===== src/rtl/cp0_regfile.sv =====
// cp0_regfile
// Coprocessor-0 register file for the OpenMIPS core. It answers the execute
// stage's mfc0 reads combinationally and commits mtc0 writes arriving from
// write-back. It also runs the free-running Count timer, samples the external
// interrupt lines into Cause, and raises a sticky timer interrupt when Count
// matches a non-zero Compare.
//
// Ports
//   clk          single clock, rising edge
//   rst          synchronous reset, active high
//   we_i         write enable from write-back
//   waddr_i      CP0 register number to write
//   data_i       write data
//   raddr_i      CP0 register number to read (execute stage inst[15:11])
//   int_i        external hardware interrupt lines
//   data_o       read data for raddr_i (0 while rst, 0 when unimplemented)
//   count_o .. prid_o  current register values
//   timer_int_o  sticky timer interrupt
module cp0_regfile #(
    parameter logic [31:0] PRID_VAL   = 32'h004c0102,
    parameter logic [31:0] CONFIG_VAL = 32'h00008000,
    parameter logic [31:0] STATUS_RST = 32'h10000000
) (
    input  logic        clk,
    input  logic        rst,
    input  logic        we_i,
    input  logic [4:0]  waddr_i,
    input  logic [31:0] data_i,
    input  logic [4:0]  raddr_i,
    input  logic [5:0]  int_i,
    output logic [31:0] data_o,
    output logic [31:0] count_o,
    output logic [31:0] compare_o,
    output logic [31:0] status_o,
    output logic [31:0] cause_o,
    output logic [31:0] epc_o,
    output logic [31:0] config_o,
    output logic [31:0] prid_o,
    output logic        timer_int_o
);

    localparam logic [4:0] ADDR_COUNT   = 5'd9;
    localparam logic [4:0] ADDR_COMPARE = 5'd11;
    localparam logic [4:0] ADDR_STATUS  = 5'd12;
    localparam logic [4:0] ADDR_CAUSE   = 5'd13;
    localparam logic [4:0] ADDR_EPC     = 5'd14;
    localparam logic [4:0] ADDR_PRID    = 5'd15;
    localparam logic [4:0] ADDR_CONFIG  = 5'd16;

    logic [31:0] r_count;
    logic [31:0] r_compare;
    logic [31:0] r_status;
    logic [31:0] r_cause;
    logic [31:0] r_epc;
    logic        r_timer_int;

    logic        w_match;
    logic [31:0] w_rdata;

    // Match uses the pre-edge register values, so a Count write on the
    // same edge does not affect this edge's match decision.
    assign w_match = (r_compare != 32'd0) && (r_count == r_compare);

    always_ff @(posedge clk) begin
        if (rst) begin
            r_count     <= 32'd0;
            r_compare   <= 32'd0;
            r_status    <= STATUS_RST;
            r_cause     <= 32'd0;
            r_epc       <= 32'd0;
            r_timer_int <= 1'b0;
        end else begin
            r_count         <= r_count + 32'd1;
            r_cause[15:10]  <= int_i;
            if (w_match) begin
                r_timer_int <= 1'b1;
            end
            // Later assignments below take priority over the free-running
            // updates above (Count write beats increment, Compare write
            // clears a same-edge match).
            if (we_i) begin
                case (waddr_i)
                    ADDR_COUNT: r_count <= data_i;
                    ADDR_COMPARE: begin
                        r_compare   <= data_i;
                        r_timer_int <= 1'b0;
                    end
                    ADDR_STATUS: r_status <= data_i;
                    ADDR_CAUSE: begin
                        // Only IP1..0, WP and IV are software writable.
                        r_cause[9:8]   <= data_i[9:8];
                        r_cause[23:22] <= data_i[23:22];
                    end
                    ADDR_EPC: r_epc <= data_i;
                    default: ;
                endcase
            end
        end
    end

    // No write-through: a write on this cycle shows up only after the edge.
    always_comb begin
        w_rdata = 32'd0;
        if (!rst) begin
            case (raddr_i)
                ADDR_COUNT:   w_rdata = r_count;
                ADDR_COMPARE: w_rdata = r_compare;
                ADDR_STATUS:  w_rdata = r_status;
                ADDR_CAUSE:   w_rdata = r_cause;
                ADDR_EPC:     w_rdata = r_epc;
                ADDR_PRID:    w_rdata = PRID_VAL;
                ADDR_CONFIG:  w_rdata = CONFIG_VAL;
                default:      w_rdata = 32'd0;
            endcase
        end
    end

    assign data_o      = w_rdata;
    assign count_o     = r_count;
    assign compare_o   = r_compare;
    assign status_o    = r_status;
    assign cause_o     = r_cause;
    assign epc_o       = r_epc;
    assign config_o    = CONFIG_VAL;
    assign prid_o      = PRID_VAL;
    assign timer_int_o = r_timer_int;

endmodule


===== config.mk =====
export PLATFORM = sky130hd
export DESIGN_NAME = cp0_regfile
export DESIGN_NICKNAME = d
export VERILOG_FILES = /design/src/rtl/cp0_regfile.sv
export SDC_FILE = /design/constraint.sdc
export NUM_CORES = 1
export LEC_CHECK = 0
export BUFFER_PORTS_ARGS = -buffer_cell sky130_fd_sc_hd__buf_2
export CORE_MARGIN = 1
export CORE_UTILIZATION = 55
export CTS_BUF_LIST = sky130_fd_sc_hd__clkbuf_4 sky130_fd_sc_hd__clkbuf_8
export DETAILED_ROUTE_END_ITERATION = 6
export MAX_ROUTING_LAYER = met4
export PLACE_DENSITY_LB_ADDON = 0.05
export SYNTH_ARGS = -nofsm -noshare
export SYNTH_HDL_FRONTEND = slang
export SYNTH_SLANG_ARGS = --single-unit

===== constraint.sdc =====
create_clock -name clk -period 5.1 [get_ports clk]
set_input_delay 1.02 -clock clk [delete_from_list [all_inputs] [get_ports clk]]
set_output_delay 1.02 -clock clk [all_outputs]
set_load 0.01 [all_outputs]

==> reports/results.tsv <==
metric	value	unit
yosys_warnings	0	
fin_util	66.2	%
switching_share	25.1	%
area_delta_synth_final	15.5	%
combPwrFrac	8.7	%
drc	0	
worstPathRequired	4.08	ns
grt_pass1_vias	6535	
initial_utilization	57.3	%
drv_cap	0	
setup_viol	0	
ys_seq_area_share	36.0	%
dieArea	14600	µm²
cts_resized	0	
first_iter_violations	536	
ys_async_sr_fraction	0	%
drtAntennaViolNets	0	
wl	23400	µm
grt_util_met3	6.18	%
io_pins	308	
nets	1210	
timing.rr.end	count_o[28]	
root_buffer	clkbuf_8	
max_freq	0.250	GHz
synth_area	7740	µm²
rows	42	
intPower	1.69	mW
avgSynthCellArea	7.89	µm²
startpoint	raddr_i[0]	
avgRoutedWirePerCell	17.4	µm
grt_max_degree	83	
clkTransAtPathRegs	0.07	ns
vias	7372	
synth_seq_cells	139	
dieHeight	121	µm
clk-insertion-delay-late	0.46	ns
cts_hold_buf	0	
ys.flop_type	dfxtp_1	
tightest_slew	1.17	ns
maxSlewViolCount	0	
end_kind	primary output	
rsz0062_at_grt	no	
cts_sinks	139	
hold_path_class	flip-flop to flip-flop	
overflow	0	
n_antenna_cell	0	
pwr-share-seq	49.6	%
p_sw	0.567	mW
io_buffer_count	221	
outcome	completed	
grt_pass1_wl	36100	µm
use_met1	42.3	%
crit_end	data_o[8]	
tritoncts	done	
clockBufferDepth	2	
synthDistinctLibCells	54	
grt.total_usage	33.2	%
hold_violations	0	
fp.dieW	121	µm
dp_hpwl	16400	µm
firstDrtPassIters	5	
path_max_fanout	23	
gr-usage-met2	52.9	%
power_density	252	nW/µm²
leakage	3.73	nW
busiest_layer	met2	
rr_startpoint	count_o[0]	
synth_edf_count	0	
syn_inst	981	
critPathKind	input pin to primary output	
clkPwrFrac	41.7	%
fin_skew	0.00939	ns
cts.htree.levels	4	
period_needed	4.00	ns
vdd_ir_drop_max	0.165	mV
r2r_setup_slack	3.02	ns
startpoint_type	input pin	
core-area	13500	µm²
relSlewSlack	21.4	%
gp_congestion	0.884	
setup-tns-final	0	ns
postCtsSetupRepairBufs	0	
post-route-period-util	78.5	%
drive_gt1_share	25.0	%
antenna_found_initial	0	
cts_buffers	17	
cp_data_arrival_time	2.98	ns
reg2reg_depth	6	
avgViaCountPerCell	5.47	
## kinds of logic after synthesis
| family | Yosys count | share of synthesized area, % |
|---|---|---|
| and+or+nand+nor | 384 | 23.2 |
| muxes | 47 | 6.09 |
| xor gates and xnor gates | 61 | 6.90 |
| adders and majority gates | 1 | 0.162 |
| other | 2 | 0.0970 |
| DFF | 139 | 36.0 |
| AOI/OAI and AO/OA | 182 | 14.8 |
| buffers and inverters | 165 | 12.8 |
## worst min path at each step
stage,cells after the start,endpoint,startpoint
final,2,epc_o[21],epc_o[21]
after global routing,2,epc_o[15],epc_o[15]
after CTS,2,epc_o[21],epc_o[21]
after detailed placement,2,epc_o[21],epc_o[21]
after global placement,2,status_o[31],status_o[31]
after floorplan,2,status_o[0],status_o[0]
## cells in the mapped netlist (4+ instances only)
cell type  count  area share, %
a22o_1         7           0.79
nor4_1        10           0.81
a21oi_1      109            7.0
o22a_1        19            2.2
a211oi_1      29            2.8
buf_2         10           0.65
nand3_1       14           0.91
clkbuf_1      54            2.6
nor2_1        75            3.6
buf_4         89            8.6
xor2_1         9            1.0
nand4_1       16            1.3
nor4_2         4           0.65
nor2b_1        6           0.49
mux2i_1       46            5.9
a222oi_1       8            1.0
dfxtp_1      139             36
nand2_1      212             10
xnor2_1       52            5.9
nor3_1        10           0.65
## layout make-up
cell class / instances / area, µm²
clock buffer: 26 / 339
clock inverter: 6 / 82.6
fill: 1241 / 4560
inverter: 4 / 15.0
multi-input combinational: 761 / 4290
sequential: 139 / 2780
tap: 176 / 220
timing repair buffer: 235 / 1210
## worst max-delay path, stage by stage
cell	delay, ns
buf_2	0.24
inv_2	0.11
or4b_1	0.52
buf_4	0.25
nor2_4	0.31
nand2_1	0.10
a41oi_1	0.23
buf_2	0.18
## sequential cells by signal, indices dropped and copies added, names as in the netlist
register     cells
compare_o       32
count_o         32
epc_o           32
timer_int_o      1
status_o        32
cause_o         10
## per-stage QoR
stage	instances	area [µm²]	hold WS (ns)	setup slack (ns)	total power [mW]
finish	1347	8940	0.469	1.10	2.26
global route	1347	8940	0.493	1.00	2.33
CTS	1347	8940	0.468	1.14	2.26
detailed placement	1315	8520	0.457	1.14	1.34
global placement	1315	8520	0.452	1.17	1.33
floorplan	1065	8060	0.492	1.69	1.31
## routing by layer
| metal | share of wire [%] | routed length, µm |
|---|---|---|
| met1 | 43 | 10200 |
| met2 | 48 | 11200 |
| met3 | 7.0 | 1640 |
| met4 | 1.8 | 431 |
| met5 | 0 | 0 |
## power by group through the flow
stage          Sequential [mW]  Combinational (mW)  Clock, mW
2_1_floorplan             1.14               0.167          0
4_1_cts                   1.12               0.193      0.950
3_5_place_dp              1.14               0.192          0
6_report                  1.12               0.196      0.942
5_1_grt                   1.12               0.214      0.997
3_3_place_gp              1.14               0.191          0
## cell usage in the layout, fill, tap and decap left out, types with 14 or more instances in the layout
cell type | Yosys | final
a211oi_1 | 29 | 29
a21oi_1 | 109 | 109
buf_2 | 10 | 220
buf_4 | 89 | 15
clkbuf_8 | 0 | 23
conb_1 | 2 | 86
dfxtp_1 | 139 | 139
mux2i_1 | 46 | 46
nand2_1 | 212 | 212
nand3_1 | 14 | 14
nand4_1 | 16 | 16
nor2_1 | 75 | 75
o22a_1 | 19 | 19
xnor2_1 | 52 | 52
No activity file was read; power rests on OpenSTA's default activity.
